==> src/rtl/timer_irq_device.sv <==
// rtl/timer_irq_device.sv - memory-mapped timer with prescaler, compare match and level interrupt
// Single-cycle bus slave: every request completes with a ready_o pulse one cycle later.
module timer_irq_device #(
  parameter int PRESC_WIDTH = 16
) (
  input  logic        clk_i,
  input  logic        rst_i,
  input  logic        req_i,
  input  logic        write_enable_i,
  input  logic [31:0] addr_i,
  input  logic [2:0]  size_i,
  input  logic [31:0] write_data_i,
  output logic [31:0] read_data_o,
  output logic        ready_o,
  output logic        irq_req_o,
  input  logic        irq_ret_i
);

  localparam logic [2:0] SEL_CNT    = 3'd0;
  localparam logic [2:0] SEL_CMP    = 3'd1;
  localparam logic [2:0] SEL_CTRL   = 3'd2;
  localparam logic [2:0] SEL_PRESC  = 3'd3;
  localparam logic [2:0] SEL_STATUS = 3'd4;

  logic [31:0]            cnt_q;
  logic [31:0]            cmp_q;
  logic                   en_q;
  logic                   periodic_q;
  logic [PRESC_WIDTH-1:0] presc_q;
  logic [PRESC_WIDTH-1:0] pcnt_q;
  logic                   pend_q;

  logic [2:0]  reg_sel;
  logic        size_ok;
  logic        wr_ok;
  logic        wr_cnt;
  logic        wr_cmp;
  logic        wr_ctrl;
  logic        wr_presc;
  logic        status_clr;
  logic        tick;
  logic [31:0] cnt_inc;
  logic        match;
  logic [31:0] rd_mux;
  logic        unused_addr_bits;

  assign reg_sel    = addr_i[4:2];
  assign size_ok    = (size_i == 3'd2);
  assign wr_ok      = req_i && write_enable_i && size_ok;
  assign wr_cnt     = wr_ok && (reg_sel == SEL_CNT);
  assign wr_cmp     = wr_ok && (reg_sel == SEL_CMP);
  assign wr_ctrl    = wr_ok && (reg_sel == SEL_CTRL);
  assign wr_presc   = wr_ok && (reg_sel == SEL_PRESC);
  assign status_clr = wr_ok && (reg_sel == SEL_STATUS) && write_data_i[0];

  assign unused_addr_bits = ^{addr_i[31:5], addr_i[1:0]};

  // A CNT write overrides the tick and suppresses the compare for that cycle.
  assign tick    = en_q && (pcnt_q == presc_q);
  assign cnt_inc = cnt_q + 32'd1;
  assign match   = tick && !wr_cnt && (cnt_inc == cmp_q);

  always_comb begin
    rd_mux = 32'd0;
    if (size_ok) begin
      case (reg_sel)
        SEL_CNT:    rd_mux = cnt_q;
        SEL_CMP:    rd_mux = cmp_q;
        SEL_CTRL:   rd_mux = {30'd0, periodic_q, en_q};
        SEL_PRESC:  rd_mux = 32'(presc_q);
        SEL_STATUS: rd_mux = {31'd0, pend_q};
        default:    rd_mux = 32'd0;
      endcase
    end
  end

  always_ff @(posedge clk_i) begin
    if (!rst_i) begin
      cnt_q       <= '0;
      cmp_q       <= '0;
      en_q        <= 1'b0;
      periodic_q  <= 1'b0;
      presc_q     <= '0;
      pcnt_q      <= '0;
      pend_q      <= 1'b0;
      read_data_o <= '0;
      ready_o     <= 1'b0;
    end else begin
      ready_o <= req_i;
      if (req_i && !write_enable_i) begin
        read_data_o <= rd_mux;
      end

      if (!en_q) begin
        pcnt_q <= '0;
      end else if (tick) begin
        pcnt_q <= '0;
      end else begin
        pcnt_q <= pcnt_q + 1'b1;
      end

      if (wr_cnt) begin
        cnt_q <= write_data_i;
      end else if (tick) begin
        cnt_q <= (match && periodic_q) ? 32'd0 : cnt_inc;
      end

      if (wr_cmp) begin
        cmp_q <= write_data_i;
      end
      if (wr_ctrl) begin
        en_q       <= write_data_i[0];
        periodic_q <= write_data_i[1];
      end
      if (wr_presc) begin
        presc_q <= write_data_i[PRESC_WIDTH-1:0];
      end

      // A match beats any same-cycle clear.
      if (match) begin
        pend_q <= 1'b1;
      end else if (irq_ret_i || status_clr) begin
        pend_q <= 1'b0;
      end
    end
  end

  assign irq_req_o = pend_q;

endmodule

==> config.mk <==
export PLATFORM = sky130hd
export DESIGN_NAME = timer_irq_device
export DESIGN_NICKNAME = d
export VERILOG_FILES = /design/src/rtl/timer_irq_device.sv
export SDC_FILE = /design/constraint.sdc
export NUM_CORES = 1
export LEC_CHECK = 0
export ABC_AREA = 1
export CORE_ASPECT_RATIO = 1.5
export CORE_MARGIN = 8
export CORE_UTILIZATION = 50
export CTS_BUF_LIST = sky130_fd_sc_hd__clkbuf_2
export DETAILED_ROUTE_END_ITERATION = 8
export DONT_BUFFER_PORTS = 1
export PLACE_DENSITY_LB_ADDON = 0.3
export RECOVER_POWER = 25
export SLEW_MARGIN = 20
export SYNTH_ARGS = -nofsm -noshare
export SYNTH_HDL_FRONTEND = slang
export SYNTH_SLANG_ARGS = --single-unit
==> constraint.sdc <==
create_clock -name clk_i -period 2.64 [get_ports clk_i]
set_input_delay 0 -clock clk_i [delete_from_list [all_inputs] [get_ports clk_i]]
set_output_delay 0 -clock clk_i [all_outputs]
set_load 0.02 [all_outputs]
Word-level counts from Yosys, hierarchy flattened

Cells that the tools add are included.

Add/sub/neg operators: 2
Equality and inequality tests: 7
Multiplexer cells: 7
Bitwise logic cells: 2
Reduce and logical (&&, ||, !) cells: 20

Operators with widths:

| operator                                      | count |
|---|---|
| case mux 32 bit (5 select lines)              | 1 |
| 2-to-1 mux 32 bit                             | 4 |
| adder 32 x 1 -> 32 bit, second input constant | 1 |
| == test 32 bit                                | 1 |
| adder 16 x 1 -> 16 bit, second input constant | 1 |
| == test 16 bit                                | 1 |
| logical AND 1 bit                             | 13 |
| == test 3 x 2 -> 1 bit, second input constant | 3 |
| nonzero test 2 bit                            | 2 |
| == test 3 x 1 -> 1 bit, second input constant | 1 |
| == test 3 bit, second input constant          | 1 |
| logical NOT 3 bit                             | 1 |
| OR reduction 3 bit                            | 1 |
| logical NOT 1 bit                             | 2 |
| 2-to-1 mux 1 bit                              | 2 |
| NOT 1 bit                                     | 2 |
| logical OR 1 bit                              | 1 |

Register bits: 132
Output and inout port bits: 34

Longest topological paths before layout

Word-level depth: 10
Depth in mapped cells: 17
Mapped depth without buffers: 16

Worst setup path after synthesis

No wires, ideal clock.

Path type: register to register
Start point: register cnt_q[0]
End point: register cnt_q[19]
Library setup time: 132 ps
Arrival: 2046 ps
Data required time: 2508 ps
Path slack: 462 ps
Stages on the path, launching flop included: 16
Buffers on the path: 1
Clock period less this slack: 2178 ps
Cell sequence: dfxtp_1 ha_1 nand2_2 nor2_4 nand2_2 nor2_2 nand2_1 nand3_1 nand2_1 nor2_1 nand3_1 nor2_2 nand4_4 buf_6 nand2_1 a21oi_1

Longest elaborated chain between the ends: 7

Ends and longest elaborated chain:

| what                     | RTL line | text |
|---|---|---|
| from (decl)              | 25       | `logic [31:0] cnt_q;` |
| from (signal assigned)   | 103      | `cnt_q <= write_data_i;` |
| from (signal assigned)   | 105      | `cnt_q <= (match && periodic_q) ? 32'd0 : cnt_inc;` |
| adder 32 x 1 -> 32 bit * | 60       | `assign cnt_inc = cnt_q + 32'd1;` |
| == test 32 bit           | 61       | `assign match = tick && !wr_cnt && (cnt_inc == cmp_q);` |
| logical AND 1 bit        | 61       |  |
| logical AND 1 bit        | 105      |  |
| 2-to-1 mux 32 bit *      | 105      |  |
| 2-to-1 mux 32 bit *      | 104      | `end else if (tick) begin` |
| 2-to-1 mux 32 bit *      | 102      | `if (wr_cnt) begin` |

Mark *: on every way between the ends. The rest lies on a longest branch, timed or not. The select of a mux whose other input is x is not followed.
A chain may end at the register's enable or synchronous reset.

Final worst setup path

Start point: input size_i[0]
End point: register cmp_q[9]

Longest elaborated chain between the ends: 3

Ends and longest elaborated chain:

| what                   | RTL line | text |
|---|---|---|
| from (decl)            | 11       | `input logic [2:0] size_i,` |
| == test 3 x 2 -> 1 bit | 48       | `assign size_ok = (size_i == 3'd2);` |
| logical AND 1 bit      | 49       | `assign wr_ok = req_i && write_enable_i && size_ok;` |
| logical AND 1 bit      | 51       | `assign wr_cmp = wr_ok && (reg_sel == SEL_CMP);` |
| to (signal assigned)   | 109      | `cmp_q <= write_data_i;` |
| to (decl)              | 26       | `logic [31:0] cmp_q;` |

Every way passes these cells.

==> impl_metrics.csv <==
group,metric,value,unit
run_status,status,"finished with violations",
run_status,violations,"max-capacitance violations, max-slew violations",
yosys,yosysUniqueCellTypes,34,
grt,grtUsageTotal,0.2648,
clock_network,cts_root_buffer,"clkbuf_2",
critical_path,start_kind,"primary input",
floorplan,core,0.01459,mm²
critical_path,critPathBufInv,7,
sta,period_share,0.9752,
power,pwr_density_cell,408.8,mW/mm²
placement,io_buffer_count,0,
clock_network,cts.path.max_buffers,2,
route,drc,0,
critical_path,endpoint_kind,"register",
clock_network,tritoncts,"yes",
worst_hold_path,hold_path.class,"in2reg",
yosys,synth_edf_count,0,
yosys,ys_ff_latch,132,
critical_path,required,3.33,ns
critical_path,r2r-start,"cnt_q[0]$_SDFFE_PN0P_",
clock_network,htree_levels,4,
yosys,avgSynthCellArea,6.146,µm²
clock_network,clk_latency,0.77,ns
floorplan,ios,106,
job,drv_cap,1,
floorplan,die_h,165.7,µm
cells_and_area,final_nets,1386,
critical_path,path_common_cell,"dlygate4sd3_1",
clock_network,cts.sinks,132,
route,wl_per_cell,16.80,µm
floorplan,die_w,115.8,µm
grt,met1_usage,0.2675,
critical_path,path_class,"in2reg",
yosys,synth_ff_type,"dfxtp_1",
power,p_leak,3.489,nW
grt,grt_pass1_wl,39900,µm
sta,skew,0.03579,ns
placement,dp_hpwl,17610,µm
route,via_per_inst,5.485,
cells_and_area,most-common-layout-cells,"365 x nand2_1, 167 x inv_1, 128 x dfxtp_1",
sta,max_slew.worst_pin.slew,1.582,ns
clock_network,cts_made_buffers,17,
critical_path,worst_path_max_delay_cell,"dlygate4sd3_1",
yosys,synth_area,0.007473,mm²
cells_and_area,nFillCells,1408,
floorplan,start_util,0.5121,
grt,overflow,0,
floorplan,die_area,0.01920,mm²
critical_path,crit_fanout,26,
cells_and_area,layout_commonest_cell,"nand2_1",
route,drt_iter0_markers,691,
critical_path,reg2regPathDepth,17,
grt,grt_max_degree,53,
cells_and_area,final_cell_area,0.009094,mm²
yosys,ys_seq_area_frac,0.3536,
yosys,syn-num-nets,1290,
sta,setup_tns,0,ns
sta,min_period,2.575,ns
yosys,ys.warnings.count,0,
critical_path,crit_cells,12,
sta,hold_viol_final,0,
power,vdd_drop_max,0.0003327,V
critical_path,cp_top_family,"buffers and inverters",
grt,use_met2,0.4734,
sta,hold_slack,0.04792,ns
sta,slew_headroom,-0.05461,
route,vias,8342,
placement,dpl_cell_area,0.007741,mm²
sta,setup_violations,0,
route,ant_nets,0,
yosys,synthCells,1216,
worst_hold_path,holdPathStages,3,
critical_path,crit_arrival,3.27,ns
cells_and_area,drive_above_1_share,0.07024,
critical_path,slowest_delay,0.58,ns
yosys,ys_async_sr_fraction,0,
grt,top_usage_layer,"met2",
cells_and_area,synthToLayoutAreaGrowth,21.68,%
cells_and_area,final_util,0.6231,
sta,slew_violations,37,
grt,met3_usage,0.04696,
clock_network,clk_pin_slew_worst_paths,0.23,ns
placement,place.gp.congestion,0.9650,
sta,max_freq,388.4,MHz
worst_hold_path,hold_start,"write_data_i[3]",
grt,grt_pass1_vias,8045,
critical_path,startpoint,"size_i[0]",
critical_path,cp_cell_sequence,"dlygate4sd3_1 -> nand3b_1 -> nor2_2 -> inv_1 -> nor2_2 -> dlygate4sd3_1 -> inv_2 -> buf_12 -> o21ai_0 -> dlygate4sd3_1 -> a21oi_1 -> dlygate4sd3_1",
route,wirelength,25550,µm
grt,grt_antenna_before_repair,1,
route,firstDrtPassIters,8,
floorplan,num_rows,54,
what timing repair did:
item	4_1_cts	5_1_grt
endpoints found under the hold margin	132	0
hold buffers	97	0
setup buffers	0	2
setup endpoints to repair	0	35
gates resized for setup	0	22
where the power goes:
group          switching (mW)  internal (mW)  total (mW)  leakage, nW
Combinational           0.129          0.102       0.231         2.26
Sequential            0.00568           2.00        2.01         1.07
Clock                   0.846          0.633        1.48        0.165
layout make-up:
class	count	area, µm²	share of cell area
diodes	1	2.502	0.0002752
multi-input cells	866	4048	0.4451
well taps	196	245.2	0.02697
clock inverters	14	202.7	0.02229
inverters	171	641.9	0.07058
repair buffers	124	1221	0.1343
flip-flops and latches	132	2648	0.2911
clock buffers	17	85.08	0.009356
worst reg2reg max path, stage by stage, from the launching register on:
cell and delay (ns):
dfxtp_2 0.37, ha_1 0.20, nand2_2 0.10, nor2_4 0.23, nand2_2 0.11, nor2_4 0.20, nand2_1 0.09, nand2_1 0.09
nand2_1 0.07, nand2_1 0.06, nand2_1 0.05, nor2_1 0.11, nand2_1 0.10, nor2_2 0.18, nand4_4 0.12, buf_6 0.19
nand2_1 0.07, a21oi_1 0.05
cells by family (layout without fill, tap and decap cells):
kind of cell / count (synthesis) / in the layout / synth area share
AO/OA/AOI/OAI: 251 / 251 / 0.1815
XOR/XNOR: 11 / 11 / 0.01289
adder cells (fa/ha/maj): 2 / 2 / 0.003348
buffers and inverters: 218 / 326 / 0.1125
flip-flops: 132 / 132 / 0.3536
other: 0 / 1 / 0
AND/OR/NAND/NOR: 602 / 602 / 0.3362
stage by stage:
step | setup slack (ns) | total power, mW | std cells
floorplan | 0.4620 | 2.128 | 1216
global placement | 0.1744 | 2.153 | 1390
detailed placement | 0.1060 | 2.154 | 1390
CTS | 0.02996 | 3.714 | 1518
global route | -0.009238 | 3.819 | 1521
finish | 0.06544 | 3.717 | 1521
flip-flops by register name, indices dropped and copies added (netlist names):
register,count
presc_q,16
ready_o,1
irq_req_o,1
en_q,1
read_data_o,32
cmp_q,32
periodic_q,1
pcnt_q,16
cnt_q,32
worst paths after layout:
kind,endpoint,slack (ns)
max,cmp_q[9]$_SDFFE_PN0P_,0.07
min,cmp_q[3]$_SDFFE_PN0P_,0.05
max reg2reg,cnt_q[7]$_SDFFE_PN0P_,0.15
min reg2reg,pcnt_q[0]$_SDFF_PP0_,0.49
routing by layer:
layer,share of wire,vias to the layer above
met5,0,-
met3,0.053,84
met2,0.52,308
met4,0.063,0
li1,-,4097
met1,0.37,3853
synthesized netlist by cell type, drive strengths merged, types with 2 or more instances:
master	n	share of area
inv	170	0.085
xnor2	6	0.0070
nor3b	2	0.0020
dfxtp	132	0.35
o22ai	34	0.028
nand3b	4	0.0040
nand3	69	0.046
nand4	5	0.0062
xor2	5	0.0059
nand2	370	0.19
a21oi	124	0.083
nor3	16	0.011
clkbuf	42	0.021
buf	5	0.0055
o21ai	77	0.052
nor2	134	0.078
o221ai	12	0.014
ha	2	0.0033
(Power assumes the default switching activity.)
